## src/rtl/disp_page_arbiter_pkg.sv

```systemverilog
// Shared types and constants for the display page arbiter.
// Holds the FSM state encoding, page geometry and the priority helper.
package disp_page_arbiter_pkg;

  typedef enum logic [1:0] {
    ST_IDLE   = 2'd0,
    ST_ROTATE = 2'd1,
    ST_URGENT = 2'd2
  } arb_state_e;

  localparam int N_REQ  = 4;
  localparam int IDX_W  = 2;
  localparam int PAGE_W = 64;
  localparam int MASK_W = 16;

  localparam logic [MASK_W-1:0] BLANK_ALL = 16'hFFFF;

  // Lowest set index wins; returns 0 for an empty vector (callers gate on |v).
  function automatic logic [IDX_W-1:0] lowest_idx(input logic [N_REQ-1:0] v);
    logic [IDX_W-1:0] r;
    r = '0;
    for (int i = N_REQ - 1; i >= 0; i--) begin
      if (v[i]) r = IDX_W'(i);
    end
    return r;
  endfunction

endpackage

```

## src/rtl/disp_page_arbiter_rr_pick.sv

```systemverilog
// Round-robin search: first set request after 'last', wrapping, with 'last' itself tried last.
module rr_pick
  import disp_page_arbiter_pkg::*;
(
  input  logic [N_REQ-1:0] req,
  input  logic [IDX_W-1:0] last,
  output logic             valid,
  output logic [IDX_W-1:0] next
);

  logic [IDX_W-1:0] cand;

  // Walk from the farthest candidate to the nearest so the nearest match wins.
  always_comb begin
    valid = 1'b0;
    next  = last;
    cand  = '0;
    for (int k = N_REQ; k >= 1; k--) begin
      cand = last + IDX_W'(k);
      if (req[cand]) begin
        valid = 1'b1;
        next  = cand;
      end
    end
  end

endmodule

```

## src/rtl/disp_page_arbiter.sv

```systemverilog
// Time-shares the 16-digit hex display among four page requesters with
// round-robin dwell rotation, urgent preemption and a blink phase generator.
module disp_page_arbiter
  import disp_page_arbiter_pkg::*;
#(
  parameter int N_REQ        = 4,
  parameter int DWELL_CYCLES = 27_000_000,
  parameter int BLINK_HALF   = 6_750_000
) (
  input  logic                    clock_27mhz,
  input  logic                    reset,
  input  logic [N_REQ-1:0]        req,
  input  logic [N_REQ-1:0]        urgent,
  input  logic                    hold,
  input  logic [N_REQ*PAGE_W-1:0] page_data,
  input  logic [N_REQ*MASK_W-1:0] page_blank,
  input  logic [N_REQ*MASK_W-1:0] page_blink,
  output logic [PAGE_W-1:0]       data_out,
  output logic [MASK_W-1:0]       blank_out,
  output logic [MASK_W-1:0]       blink_out,
  output logic [N_REQ-1:0]        grant,
  output logic                    switch_pulse
);

  localparam int DW = (DWELL_CYCLES > 1) ? $clog2(DWELL_CYCLES) : 1;
  localparam int BW = (BLINK_HALF > 1) ? $clog2(BLINK_HALF) : 1;
  localparam logic [DW-1:0] DWELL_LAST = DW'(DWELL_CYCLES - 1);
  localparam logic [BW-1:0] BLINK_LAST = BW'(BLINK_HALF - 1);

  arb_state_e       state, state_nxt;
  logic [IDX_W-1:0] ptr, ptr_nxt;
  logic [DW-1:0]    dwell_cnt, dwell_nxt;
  logic [N_REQ-1:0] grant_nxt;
  logic [BW-1:0]    blink_cnt;
  logic             phase;

  logic [N_REQ-1:0] urg;
  logic             any_urg;
  logic [IDX_W-1:0] urg_idx;
  logic             rr_valid;
  logic [IDX_W-1:0] rr_next;

  assign urg     = urgent & req;
  assign any_urg = |urg;
  assign urg_idx = lowest_idx(urg);

  // ptr always holds the current or most recent owner, so one search serves every path.
  rr_pick u_rr_pick (
    .req   (req),
    .last  (ptr),
    .valid (rr_valid),
    .next  (rr_next)
  );

  always_comb begin
    state_nxt = state;
    ptr_nxt   = ptr;
    dwell_nxt = dwell_cnt;
    case (state)
      ST_IDLE: begin
        dwell_nxt = '0;
        if (any_urg) begin
          state_nxt = ST_URGENT;
          ptr_nxt   = urg_idx;
        end else if (rr_valid) begin
          state_nxt = ST_ROTATE;
          ptr_nxt   = rr_next;
        end
      end
      ST_ROTATE: begin
        if (any_urg) begin
          state_nxt = ST_URGENT;
          ptr_nxt   = urg_idx;
          dwell_nxt = '0;
        end else if (!req[ptr]) begin
          dwell_nxt = '0;
          if (rr_valid) ptr_nxt = rr_next;
          else          state_nxt = ST_IDLE;
        end else if (!hold) begin
          if (dwell_cnt == DWELL_LAST) begin
            ptr_nxt   = rr_next;
            dwell_nxt = '0;
          end else begin
            dwell_nxt = dwell_cnt + DW'(1);
          end
        end
      end
      ST_URGENT: begin
        dwell_nxt = '0;
        if (any_urg) begin
          ptr_nxt = urg_idx;
        end else if (rr_valid) begin
          state_nxt = ST_ROTATE;
          ptr_nxt   = rr_next;
        end else begin
          state_nxt = ST_IDLE;
        end
      end
      default: begin
        state_nxt = ST_IDLE;
        dwell_nxt = '0;
      end
    endcase

    grant_nxt = '0;
    if (state_nxt != ST_IDLE) grant_nxt[ptr_nxt] = 1'b1;
  end

  always_ff @(posedge clock_27mhz or posedge reset) begin
    if (reset) begin
      state        <= ST_IDLE;
      ptr          <= IDX_W'(N_REQ - 1);
      dwell_cnt    <= '0;
      grant        <= '0;
      switch_pulse <= 1'b0;
    end else begin
      state        <= state_nxt;
      ptr          <= ptr_nxt;
      dwell_cnt    <= dwell_nxt;
      grant        <= grant_nxt;
      switch_pulse <= (grant_nxt != grant);
    end
  end

  // Blink phase: free-running, independent of ownership.
  always_ff @(posedge clock_27mhz or posedge reset) begin
    if (reset) begin
      blink_cnt <= '0;
      phase     <= 1'b0;
    end else if (blink_cnt == BLINK_LAST) begin
      blink_cnt <= '0;
      phase     <= ~phase;
    end else begin
      blink_cnt <= blink_cnt + BW'(1);
    end
  end

  // Output stage: page fields of the registered owner, one cycle behind grant.
  always_ff @(posedge clock_27mhz or posedge reset) begin
    if (reset) begin
      data_out  <= '0;
      blank_out <= BLANK_ALL;
      blink_out <= '0;
    end else if (grant == '0) begin
      data_out  <= '0;
      blank_out <= BLANK_ALL;
      blink_out <= '0;
    end else begin
      data_out  <= page_data[int'(ptr)*PAGE_W +: PAGE_W];
      blank_out <= page_blank[int'(ptr)*MASK_W +: MASK_W];
      blink_out <= page_blink[int'(ptr)*MASK_W +: MASK_W] & {MASK_W{phase}};
    end
  end

endmodule

```

## config.mk

```make
export PLATFORM = sky130hd
export DESIGN_NAME = disp_page_arbiter
export DESIGN_NICKNAME = d
export VERILOG_FILES = /design/src/rtl/disp_page_arbiter_pkg.sv /design/src/rtl/disp_page_arbiter_rr_pick.sv /design/src/rtl/disp_page_arbiter.sv
export SDC_FILE = /design/constraint.sdc
export NUM_CORES = 1
export LEC_CHECK = 0
export ABC_AREA = 1
export CAP_MARGIN = 5
export CORE_AREA = 2 2 195 197
export CTS_BUF_LIST = sky130_fd_sc_hd__clkbuf_4
export DETAILED_ROUTE_END_ITERATION = 10
export DIE_AREA = 0 0 197 199
export PLACE_DENSITY = 0.64
export SYNTH_ARGS = -nofsm -noshare
export SYNTH_HDL_FRONTEND = slang
export SYNTH_SLANG_ARGS = --single-unit
```

## constraint.sdc

```tcl
create_clock -name clock_27mhz -period 14.7 [get_ports clock_27mhz]
set_input_delay 2.205 -clock clock_27mhz [delete_from_list [all_inputs] [get_ports clock_27mhz]]
set_output_delay 2.205 -clock clock_27mhz [all_outputs]
set_load 0.01 [all_outputs]
```

==> summary.txt <==
Detailed routing
  – Routed vias/inst: about 4.8
  – DRC violations left: 0
  – Drt first-iter violations: between 400 and 500
  – Final ANT Viol Nets: 0
  – Via count: ~9.3k
  – Drt pass-1 iters: 5
  – Detailed Route WL: ~38,000 µm
  – Drt wl/cell: about 19 µm

Die
  – I/O pin count: about 500
  – Die height: 199 µm
  – Core footprint: ~37,000 µm²
  – # rows: 71
  – Die ar.: between 30,000 and 40,000 µm²
  – Initial core utilization: between 20% and 30%
  – Die X: just under 200 µm

Clocking
  – Cts bufs inserted: 17
  – Hold buffers post-CTS: 0
  – CTS sink cnt: approximately 150
  – CTS tree: done
  – Insertion delay to the later sink of the worst-skew pair: 590 ps
  – CTS resizes: 0
  – Clock slew at reported path FFs: ~150 ps
  – Post-CTS Setup Inserts: 0
  – CTS Buffer Depth: 2
  – H-tree Lvls: 4
  – Root Driver: clkbuf_4

Critical path
  – CP max-delay cell: clkdlybuf4s50_1
  – Reg2reg end: blank_out[6]$_DFF_PP1_
  – Crit-path leading delay family: simple AND/OR/NAND/NOR gates
  – Critical R2R Launch: ptr[0]$_DFF_PP1_
  – Worst Setup End Kind: flop
  – Crit path to: dwell_cnt[10]$_DFFE_PP0P_
  – CP Launch Point: req[0]
  – Arrival @ worst endpoint: 4420 ps
  – Crit. path cell count: 15
  – Worst Path Max Fanout: 26
  – CP Cell Sequence: clkdlybuf4s50_1 -> inv_1 -> nand2_1 -> nand2_1 -> nand2_1 -> nand2_1 -> nor2_1 -> inv_1 -> nor2_2 -> nand2_2 -> inv_2 -> nor2_1 -> nand2_1 -> xor2_1 -> nor2_1
  – Reg-to-reg slack, setup: about 12,000 ps
  – Critical path class: in -> reg
  – WP data required: about 15,000 ps
  – CP max stage delay: between 500 and 600 ps
  – Reg2reg path depth: 6
  – Crit-path most repeated cell: nand2_1
  – Buf/Inv on CP: 4
  – Startpoint types: input port

Finish
  – Ratio of cells with drive above 1 in the final layout: just under 7%
  – Final std cells w/o fill: 1,949
  – Fin area: 13,800 µm²
  – Fin nets: about 1.9k
  – Fillers: 3,791
  – P&R area growth vs syn: 70.6%

Timing
  – Fin. Hold Viols: 0
  – RSZ-0062 raised after global routing: false
  – Maximum clock rate: between 200 and 300 MHz
  – Worst Tran Pin Value: about 940 ps
  – Final period util: roughly 27%
  – Fin. max-slew vios: 0
  – Final Critical Period: 3950 ps
  – WHS: 483 ps
  – Max_slew headroom: between 30% and 40%
  – Clock Skew: 23.8 ps
  – Setup tns final: 0 ps
  – Final setup viols: 0

Global route
  – Initial antenna violation count: 9
  – Largest net degree at the start of global routing: 84
  – Vias in the first global route: 9,444
  – First-pass GRT wire length: around 55,000 µm
  – GRT overflow: 0
  – Total GRT Usage: approximately a fifth

Min path
  – Hold WC Path Type: reg -> reg

Logic synthesis
  – Synthesized area: 8070 µm²
  – Syn_nets: around 1.4k
  – Mapped Avg Cell Area: around 8.2 µm²
  – Yosys warns: 0
  – Synth area leader: dfrtp_1
  – Top area cells in the synthesized netlist: dfrtp_1 (42%), nand2_1 (13%), a22oi_1 (9.6%)
  – Synth cell types: 42
  – Mapped Cells: a little under 1k
  – Ys flop type: dfrtp_1
  – Number of flops mapped to enable cells by yosys: 0
  – Yosys reg bits: 154
  – Async SR Flop Fraction: 100%
  – Top cell type's share of synthesized area: a little over two fifths
  – Sequential fraction of the synthesis area: 48.0%

Place
  – Port buffer count: between 400 and 500
  – Post-Place Cell Area: approximately 13,000 µm²
  – # placed instances: ~1.9k
  – DPL Wire Length: between 20,000 and 30,000 µm
  – Gpl congestion: slightly below 0.9

Power and ir drop
  – Leakage: 5.51 nW
  – Pwr Total: around 1.9 mW
  – Pwr Density: ~140 nW/µm²
  – Worst VDD drop: around 0.09 mV

Flow run
  – Max-cap violations: 0

Status
  – Status: finished clean
## through the flow
step | worst slack [ps] | utilization (%)
after floorplan | 8370 | -
after global placement | 10180 | 36.3
after detailed placement | 10170 | 36.3
after CTS | 10690 | 37.0
after global routing | 10530 | 37.1
final | 10750 | 37.1
## synthesized netlist by cell type (6+ instances only)
cell / number
clkbuf_1: 38
nor4_1: 6
a21oi_1: 40
o21ai_0: 13
dfrtp_1: 136
nand3_1: 35
nor2_2: 8
dfstp_2: 18
nand4_1: 19
nor2_1: 47
nand2_1: 272
xor2_1: 10
a22oi_1: 103
inv_2: 11
nand2_2: 8
nor3_1: 24
buf_1: 13
inv_1: 73
a221oi_1: 11
a31oi_1: 68
## area by class of cell
type                    count  area, µm²  area share [%]
clock inverters            15        150            1.09
diodes                      6       15.0           0.109
clock buffers              17        128           0.927
inverters                  89        347            2.52
multi-input cells         692       3650            26.5
well taps                 474        593            4.31
flip-flops and latches    154       3880            28.2
repair buffers            502       5010            36.4
## metal layers
layer / global-route usage, % / vias up / wire, µm
met1: 21.5 / 4450 / 14600
met3: 6.24 / 57 / 2980
li1: - / 4367 / -
met4: 7.21 / 4 / 1210
met2: 32.1 / 386 / 19000
met5: 0 / - / 27
## how the worst min path moves through the flow
stage / depth (start not counted) / from / end
after floorplan: 1 / phase$_DFFE_PP0N_ / phase$_DFFE_PP0N_
after global routing: 1 / phase$_DFFE_PP0N_ / phase$_DFFE_PP0N_
after CTS: 1 / phase$_DFFE_PP0N_ / phase$_DFFE_PP0N_
after global placement: 1 / phase$_DFFE_PP0N_ / phase$_DFFE_PP0N_
after detailed placement: 1 / phase$_DFFE_PP0N_ / phase$_DFFE_PP0N_
final: 1 / phase$_DFFE_PP0N_ / phase$_DFFE_PP0N_
## flip-flops by register name, summed over array words and instances (netlist names)
register	cells
blank_out	16
dwell_cnt	25
state	2
data_out	64
switch_pulse	1
ptr	2
blink_out	16
blink_cnt	23
phase	1
grant	4
## cells by family after synthesis
logic type / after synthesis / synth area share, %
adders and majority gates: 2 / 0.310
and+or+nand+nor: 432 / 23.2
DFF: 154 / 48.0
AOI/OAI and AO/OA: 247 / 20.5
xor gates and xnor gates: 11 / 1.19
buffers and inverters: 143 / 6.81
## power breakdown
| part | switching, mW | internal, mW | leakage, nW | total [mW] |
|---|---|---|---|---|
| sequential | 0.0412 | 0.545 | 1.99 | 0.587 |
| combinational | 0.580 | 0.433 | 3.38 | 1.01 |
| clock | 0.171 | 0.100 | 0.137 | 0.271 |
## cells in the final DEF, fill, tap and decap left out, types with 18 or more instances in the layout
master,netlist,routed
a21oi_1,40,40
inv_1,73,72
a31oi_1,68,68
clkdlybuf4s50_1,0,495
nor3_1,24,24
dfrtp_1,136,136
nand4_1,19,19
nand3_1,35,35
a22oi_1,103,103
nand2_1,272,272
dfstp_2,18,18
nor2_1,47,47
Power figures use the tool's default switching activity.
